**src/rtl/sparse_index_sequencer_pkg.sv**
```systemverilog
// Shared constants, state type and LFSR step for the sparse index sequencer.
// Optional real-slot rotation is selected with SEQ_ROTATE_EN (see top).
package seq_pkg;
  localparam int IDX_W     = 16;
  localparam int NUM_IDX   = 8;
  localparam int DUMMY_MAX = 8;
  localparam int KEY_W     = NUM_IDX * IDX_W;
  localparam int PTR_W     = 3;
  localparam int CNT_W     = 4;
  localparam int SEED_W    = 16;
  localparam logic [SEED_W-1:0] LFSR_POLY     = 16'hB400;
  localparam logic [SEED_W-1:0] LFSR_ZERO_SUB = 16'hACE1;

  typedef enum logic [1:0] {
    IDLE = 2'd0,
    LOAD = 2'd1,
    EMIT = 2'd2
  } seq_state_e;

  // Right-shifting Galois step: feedback mask applied when the bit shifted out is 1.
  function automatic logic [SEED_W-1:0] lfsr_step(input logic [SEED_W-1:0] s);
    return (s >> 1) ^ (s[0] ? LFSR_POLY : '0);
  endfunction

  function automatic logic [CNT_W-1:0] clamp_dummy(input logic [CNT_W-1:0] req);
    return (req > CNT_W'(DUMMY_MAX)) ? CNT_W'(DUMMY_MAX) : req;
  endfunction
endpackage

```
**src/rtl/sparse_index_sequencer_if.sv**
```systemverilog
// Load/stream bus between the sequencer (slave) and its driver/consumer (master).
interface sparse_index_sequencer_if;
  import seq_pkg::*;

  logic                 load_i;
  logic [KEY_W-1:0]     key_i;
  logic [SEED_W-1:0]    seed_i;
  logic [CNT_W-1:0]     dummy_cnt_i;
  logic [IDX_W-1:0]     idx_o;
  logic                 dummy_o;
  logic                 valid_o;
  logic                 ready_i;
  logic                 last_o;
  logic                 busy_o;

  modport slave (
    input  load_i, key_i, seed_i, dummy_cnt_i, ready_i,
    output idx_o, dummy_o, valid_o, last_o, busy_o
  );

  modport master (
    output load_i, key_i, seed_i, dummy_cnt_i, ready_i,
    input  idx_o, dummy_o, valid_o, last_o, busy_o
  );
endinterface

```
**src/rtl/sparse_index_sequencer_lfsr.sv**
```systemverilog
// 16-bit Galois LFSR with seed load (zero seed substituted) and step enable.
// next_o exposes the stepped value so the caller can look one beat ahead.
module seq_lfsr16
  import seq_pkg::*;
(
  input  logic              clk,
  input  logic              rst,
  input  logic              load_i,
  input  logic              step_i,
  input  logic [SEED_W-1:0] seed_i,
  output logic [SEED_W-1:0] state_o,
  output logic [SEED_W-1:0] next_o
);
  logic [SEED_W-1:0] state_q, state_d;

  assign next_o  = lfsr_step(state_q);
  assign state_o = state_q;

  always_comb begin
    state_d = state_q;
    if (load_i) begin
      state_d = (seed_i == '0) ? LFSR_ZERO_SUB : seed_i;
    end else if (step_i) begin
      state_d = next_o;
    end
  end

  always_ff @(posedge clk) begin
    if (rst) state_q <= '0;
    else     state_q <= state_d;
  end
endmodule

```
**src/rtl/sparse_index_sequencer.sv**
```systemverilog
// Streams the 8 key slots interleaved with LFSR dummy indices, one per handshake.
// Define SEQ_ROTATE_EN to start the real slots at the seed-derived lfsr[2:0].
//
// state | meaning
// IDLE  | waiting for load_i; key, seed and clamped dummy count latched on it
// LOAD  | one cycle; first beat computed from the fresh LFSR state
// EMIT  | beat presented; next beat computed on each handshake
module sparse_index_sequencer
  import seq_pkg::*;
(
  input  logic                     clk,
  input  logic                     rst,
  sparse_index_sequencer_if.slave  bus
);
  seq_state_e                          state_q;
  logic [NUM_IDX-1:0][IDX_W-1:0]       key_q;
  logic [CNT_W-1:0]                    r_left_q, d_left_q;
  logic [PTR_W-1:0]                    ptr_q;
  logic [IDX_W-1:0]                    idx_q;
  logic                                dummy_q, valid_q, last_q, busy_q;

  logic [SEED_W-1:0]                   lfsr_state, lfsr_next;
  logic                                lfsr_load, lfsr_step_en, hs;
  logic [PTR_W-1:0]                    start_ptr;

  logic [SEED_W-1:0]                   sel_lfsr;
  logic [CNT_W-1:0]                    sel_r, sel_d;
  logic [PTR_W-1:0]                    sel_ptr, nxt_ptr;
  logic [CNT_W:0]                      nxt_remain;
  logic                                nxt_dummy, nxt_last;
  logic [IDX_W-1:0]                    nxt_idx;

  assign hs           = (state_q == EMIT) && valid_q && bus.ready_i;
  assign lfsr_load    = (state_q == IDLE) && bus.load_i;
  assign lfsr_step_en = hs;

  seq_lfsr16 u_lfsr (
    .clk     (clk),
    .rst     (rst),
    .load_i  (lfsr_load),
    .step_i  (lfsr_step_en),
    .seed_i  (bus.seed_i),
    .state_o (lfsr_state),
    .next_o  (lfsr_next)
  );

`ifdef SEQ_ROTATE_EN
  assign start_ptr = lfsr_state[PTR_W-1:0];
`else
  assign start_ptr = ptr_q;
`endif

  // Counters hold the totals including the presented beat; a handshake retires it.
  always_comb begin
    sel_lfsr   = lfsr_next;
    sel_r      = r_left_q - {{(CNT_W-1){1'b0}}, ~dummy_q};
    sel_d      = d_left_q - {{(CNT_W-1){1'b0}}, dummy_q};
    sel_ptr    = ptr_q;
    if (state_q == LOAD) begin
      sel_lfsr = lfsr_state;
      sel_r    = r_left_q;
      sel_d    = d_left_q;
      sel_ptr  = start_ptr;
    end
    nxt_dummy  = (sel_r == '0) || ((sel_d != '0) && sel_lfsr[0]);
    nxt_idx    = nxt_dummy ? sel_lfsr[IDX_W-1:0] : key_q[sel_ptr];
    nxt_ptr    = nxt_dummy ? sel_ptr : sel_ptr + PTR_W'(1);
    nxt_remain = {1'b0, sel_r} + {1'b0, sel_d};
    nxt_last   = (nxt_remain == (CNT_W+1)'(1));
  end

  always_ff @(posedge clk) begin
    if (rst) begin
      state_q  <= IDLE;
      key_q    <= '0;
      r_left_q <= '0;
      d_left_q <= '0;
      ptr_q    <= '0;
      idx_q    <= '0;
      dummy_q  <= 1'b0;
      valid_q  <= 1'b0;
      last_q   <= 1'b0;
      busy_q   <= 1'b0;
    end else begin
      case (state_q)
        IDLE: begin
          if (bus.load_i) begin
            key_q    <= bus.key_i;
            r_left_q <= CNT_W'(NUM_IDX);
            d_left_q <= clamp_dummy(bus.dummy_cnt_i);
            ptr_q    <= '0;
            busy_q   <= 1'b1;
            state_q  <= LOAD;
          end
        end
        LOAD: begin
          idx_q   <= nxt_idx;
          dummy_q <= nxt_dummy;
          last_q  <= nxt_last;
          ptr_q   <= nxt_ptr;
          valid_q <= 1'b1;
          state_q <= EMIT;
        end
        EMIT: begin
          if (hs) begin
            r_left_q <= sel_r;
            d_left_q <= sel_d;
            if (nxt_remain == '0) begin
              idx_q   <= '0;
              dummy_q <= 1'b0;
              last_q  <= 1'b0;
              valid_q <= 1'b0;
              busy_q  <= 1'b0;
              state_q <= IDLE;
            end else begin
              idx_q   <= nxt_idx;
              dummy_q <= nxt_dummy;
              last_q  <= nxt_last;
              ptr_q   <= nxt_ptr;
            end
          end
        end
        default: state_q <= IDLE;
      endcase
    end
  end

  assign bus.idx_o   = idx_q;
  assign bus.dummy_o = dummy_q;
  assign bus.valid_o = valid_q;
  assign bus.last_o  = last_q;
  assign bus.busy_o  = busy_q;
endmodule

```
**src/flat_wrapper.sv**
```systemverilog
// flat-port wrapper written by rule: the top's interface ports become plain ports
module sparse_index_sequencer_flat import seq_pkg::*;
  (clk, rst, bus_load_i, bus_key_i, bus_seed_i, bus_dummy_cnt_i, bus_ready_i, bus_idx_o, bus_dummy_o, bus_valid_o, bus_last_o, bus_busy_o);
  sparse_index_sequencer_if bus_i ();
  input  logic clk;
  input  logic rst;
  input wire logic [$bits(bus_i.load_i)-1:0] bus_load_i;
  input wire logic [$bits(bus_i.key_i)-1:0] bus_key_i;
  input wire logic [$bits(bus_i.seed_i)-1:0] bus_seed_i;
  input wire logic [$bits(bus_i.dummy_cnt_i)-1:0] bus_dummy_cnt_i;
  input wire logic [$bits(bus_i.ready_i)-1:0] bus_ready_i;
  output wire logic [$bits(bus_i.idx_o)-1:0] bus_idx_o;
  output wire logic [$bits(bus_i.dummy_o)-1:0] bus_dummy_o;
  output wire logic [$bits(bus_i.valid_o)-1:0] bus_valid_o;
  output wire logic [$bits(bus_i.last_o)-1:0] bus_last_o;
  output wire logic [$bits(bus_i.busy_o)-1:0] bus_busy_o;
  assign bus_i.load_i = bus_load_i;
  assign bus_i.key_i = bus_key_i;
  assign bus_i.seed_i = bus_seed_i;
  assign bus_i.dummy_cnt_i = bus_dummy_cnt_i;
  assign bus_i.ready_i = bus_ready_i;
  assign bus_idx_o = bus_i.idx_o;
  assign bus_dummy_o = bus_i.dummy_o;
  assign bus_valid_o = bus_i.valid_o;
  assign bus_last_o = bus_i.last_o;
  assign bus_busy_o = bus_i.busy_o;
  sparse_index_sequencer u_core (.clk(clk), .rst(rst), .bus(bus_i));
endmodule
```
**config.mk**
```make
export PLATFORM = sky130hd
export DESIGN_NAME = sparse_index_sequencer_flat
export DESIGN_NICKNAME = d
export VERILOG_FILES = /design/src/rtl/sparse_index_sequencer_pkg.sv /design/src/rtl/sparse_index_sequencer_if.sv /design/src/rtl/sparse_index_sequencer_lfsr.sv /design/src/rtl/sparse_index_sequencer.sv /design/src/flat_wrapper.sv
export SDC_FILE = /design/constraint.sdc
export NUM_CORES = 1
export LEC_CHECK = 0
export CAP_MARGIN = 0
export CELL_PAD_IN_SITES_DETAIL_PLACEMENT = 1
export CELL_PAD_IN_SITES_GLOBAL_PLACEMENT = 2
export CORE_MARGIN = 2
export CORE_UTILIZATION = 33
export DETAILED_ROUTE_END_ITERATION = 8
export PLACE_DENSITY = 0.89
export SLEW_MARGIN = 15
export SYNTH_ARGS = -nofsm -noshare
export SYNTH_HDL_FRONTEND = slang
export SYNTH_HIERARCHICAL = 1
export SYNTH_SLANG_ARGS = --single-unit
```
**constraint.sdc**
```tcl
create_clock -name clk -period 5.25 [get_ports clk]
set_input_delay 0.525 -clock clk [delete_from_list [all_inputs] [get_ports clk]]
set_output_delay 0.525 -clock clk [all_outputs]
set_load 0.1 [all_outputs]
```
==> results_dict.tcl <==
set metrics [dict create \
    overflow 0 \
    placed_area_um2 10200 \
    synth.net_count 1115 \
    yosysMostFrequentCell "nand2_1" \
    rr_endpoint "u_core/bus.busy_o" \
    nNetsFinal 1226 \
    routed_wl_um 25730 \
    rrSetupSlack_ns 1.40 \
    synth_edf_count 0 \
    dr.pass1.iters 5 \
    tightest_slew_ns 1.086 \
    critical_path.startpoint_type "flop" \
    cp_max_fo 26 \
    hold_path_depth 2 \
    yosysTopAreaCellShare_pct 42.07 \
    synth_top_family_by_area "multiplexers" \
    syn_inst 949 \
    crit_arrival_ns 4.19 \
    cts_buffers 17 \
    total_power_uw 5370 \
    wl_per_cell_um 18.34 \
    max-cap-violations 0 \
    initial_core_util_pct 33.54 \
    synth-compound-area-share_pct 14.40 \
    hold_end "u_core/key_q[117]" \
    status "finished, final reports clean" \
    syn_area_per_cell_um2 8.874 \
    fillers 2933 \
    yosys-top-cells-area "dfxtp_1 42%, nand2_1 12%, mux4_2 8.6%" \
    muxShareOfSynthArea_pct 17.41 \
    post_cts.repair.setup_buffers 0 \
    chipWidth_um 163.8 \
    tritoncts "yes" \
    yosys.area_share.simple_pct 16.89 \
    grt_pass1_wl_um 40320 \
    critPathKind "flop to flop" \
    synthAdderAreaFrac_pct 2.169 \
    worstRegToRegCells 12 \
    crit_family "simple AND/OR/NAND/NOR gates" \
    grt_pass1_vias 7377 \
    hold_buffers 0 \
    yosys-top-cells-count "278 x nand2_1, 177 x dfxtp_1, 143 x a21oi_1" \
    rows 58 \
    ant_nets 0 \
    slowest_delay_ns 0.39 \
    yosys_warnings 6 \
    grt_max_degree 91 \
    synthXorXnorAreaFrac_pct 1.144 \
    clk_path_buf_depth 2 \
    dieArea_um2 26810 \
    vias_per_cell 5.052 \
    gp_congestion 0.8040 \
    path_cells "inv_1 -> ha_1 -> buf_4 -> nor4b_2 -> xor2_1 -> ha_1 -> a211o_1 -> or3_1 -> or3_1 -> mux2i_2 -> o21ai_1 -> a221oi_1" \
    drive_gt1_share_pct 9.226 \
    min_from "u_core/key_q[117]" \
    cts.repair.resized 0 \
    syn_to_final_growth_pct 28.14 \
    io_pins 172 \
    drtIter0Drc 435 \
    synth_top_flop_cell "dfxtp_1" \
    timing.critical_path.buf_inv 2 \
    min_period_ns 3.849 \
    port_buffers 171 \
    hold_path.class "flop to flop" \
    synth_seq_area_share_pct 42.07 \
    die_h_um 163.8 \
    finalSetupViolations 0 \
    clock_latency_ns 0.44 \
    fin_area_um2 10790 \
    cts_sinks 177 \
    drv_slew 0 \
    hold_violations 0 \
    synth_cell_types 60 \
    clk_pin_slew_ns 0.07 \
    cp_slowest_cell "ha_1" \
    ys_ff_latch 177 \
    power_density_nw_per_um2 497.6 \
    fmax_mhz 259.8 \
    async_reset_ff_share_pct 0 \
    hpwlAfterDp_um 18140 \
    skew_ns 0.01126 \
    end_kind "flop" \
    timing.rr.start "u_core/state_q[1]" \
    drcViolationCount 0 \
    tns_ns 0 \
    design.core.area_um2 25110 \
    max-slew-margin-rel_pct 27.47 \
    num_vias 7088 \
    crit_required_ns 5.59 \
    vdd.ir_drop.worst_uv 190.7 \
    clockRootBuffer "clkbuf_16" \
    leakage_uw 0.003967 \
    finalCritPeriodShare_pct 73.31 \
    h-tree-depth 4 \
    grt_usage_pct 19.50 \
    rsz0062_at_grt "false" \
    antenna_found_initial 0 \
    netlist.top_cell.by_area "dfxtp_1" \
    insertedDiodeCount 0 \
    synth_area_um2 8422 \
    whs_ns 0.4539 \
]
-- worst max path at each step --
stage                  startpoint           endpoint  depth (start not counted)
4_1_cts         u_core/state_q[1]  u_core/bus.busy_o                         12
3_5_place_dp    u_core/state_q[1]  u_core/bus.busy_o                         12
3_3_place_gp    u_core/state_q[1]  u_core/state_q[0]                         12
5_1_grt         u_core/state_q[1]  u_core/bus.busy_o                         12
2_1_floorplan  u_core/bus.dummy_o  u_core/bus.busy_o                         12
6_report        u_core/state_q[1]  u_core/bus.busy_o                         12
-- per-stage QoR --
step	setup WS [ns]	utilization (%)	cells
global route	1.110	42.98	1403
CTS	1.420	42.97	1403
floorplan	1.348	-	949
detailed placement	1.433	40.61	1371
global placement	1.632	40.61	1371
finish	1.401	42.98	1403
-- placed cells by master, fill, tap and decap left out, types with 4 or more instances in the layout --
| cell | instances |
|---|---|
| nand2b_1 | 5 |
| nor2_1 | 11 |
| buf_4 | 7 |
| mux2_2 | 7 |
| clkinv_2 | 4 |
| xor2_1 | 7 |
| nand2_1 | 277 |
| mux4_2 | 32 |
| dfxtp_1 | 175 |
| o21ai_0 | 4 |
| inv_6 | 6 |
| clkdlybuf4s50_1 | 170 |
| ha_1 | 13 |
| a22oi_1 | 4 |
| nor2b_1 | 5 |
| a221oi_1 | 9 |
| inv_1 | 23 |
| a21oi_1 | 143 |
| a211oi_1 | 6 |
| a22o_1 | 17 |
| xnor2_1 | 4 |
| mux2i_1 | 63 |
| clkbuf_16 | 17 |
-- registers in the layout, summed over array words and instances, names as in the netlist, 2 cells and up --
name	flops
u_core/state_q	2
u_core/r_left_q	4
u_core/d_left_q	4
u_core/ptr_q	3
u_core/u_lfsr/state_o	16
u_core/key_q	128
u_core/bus.idx_o	16
-- metal layers --
metal	global-route usage [%]	wire, um	vias to the layer above
met5	0	0	-
met4	4.266	246	0
met3	4.015	1243	16
met2	32.14	12170	153
met1	26.38	12080	3431
li1	-	-	3488
-- worst register-to-register path, stage by stage, from the launching register on --
cell      delay (ns)
dfxtp_1         0.36
inv_1           0.09
ha_1            0.23
buf_4           0.26
nor4b_2         0.38
xor2_1          0.38
ha_1            0.39
a211o_1         0.34
or3_1           0.38
or3_1           0.33
mux2i_2         0.26
o21ai_1         0.11
a221oi_1        0.24
-- power by group --
group | total [uW] | switching (uW) | internal [uW]
combinational | 2250 | 1380 | 875
clock | 1310 | 582 | 724
sequential | 1810 | 205 | 1610
total | 5370 | 2170 | 3200
-- cell families (layout without fill, tap and decap cells) --
logic type	count (synthesis)	count (layout)
buf+inv	110	234
compound gates	201	201
fa+ha+maj	14	14
mux	104	104
flops	177	177
simple gates	332	332
xor+xnor	11	11
-- layout make-up --
cell class,instances,area (um2),area share (%)
clock inverters,14,152.6,1.414
inverters,25,96.34,0.8928
well taps,330,412.9,3.826
multi-input cells,662,4390,40.68
clock buffers,18,439.2,4.070
repair buffers,177,1754,16.26
flip-flops and latches,177,3546,32.86
No activity file was read; power rests on OpenSTA's default activity.
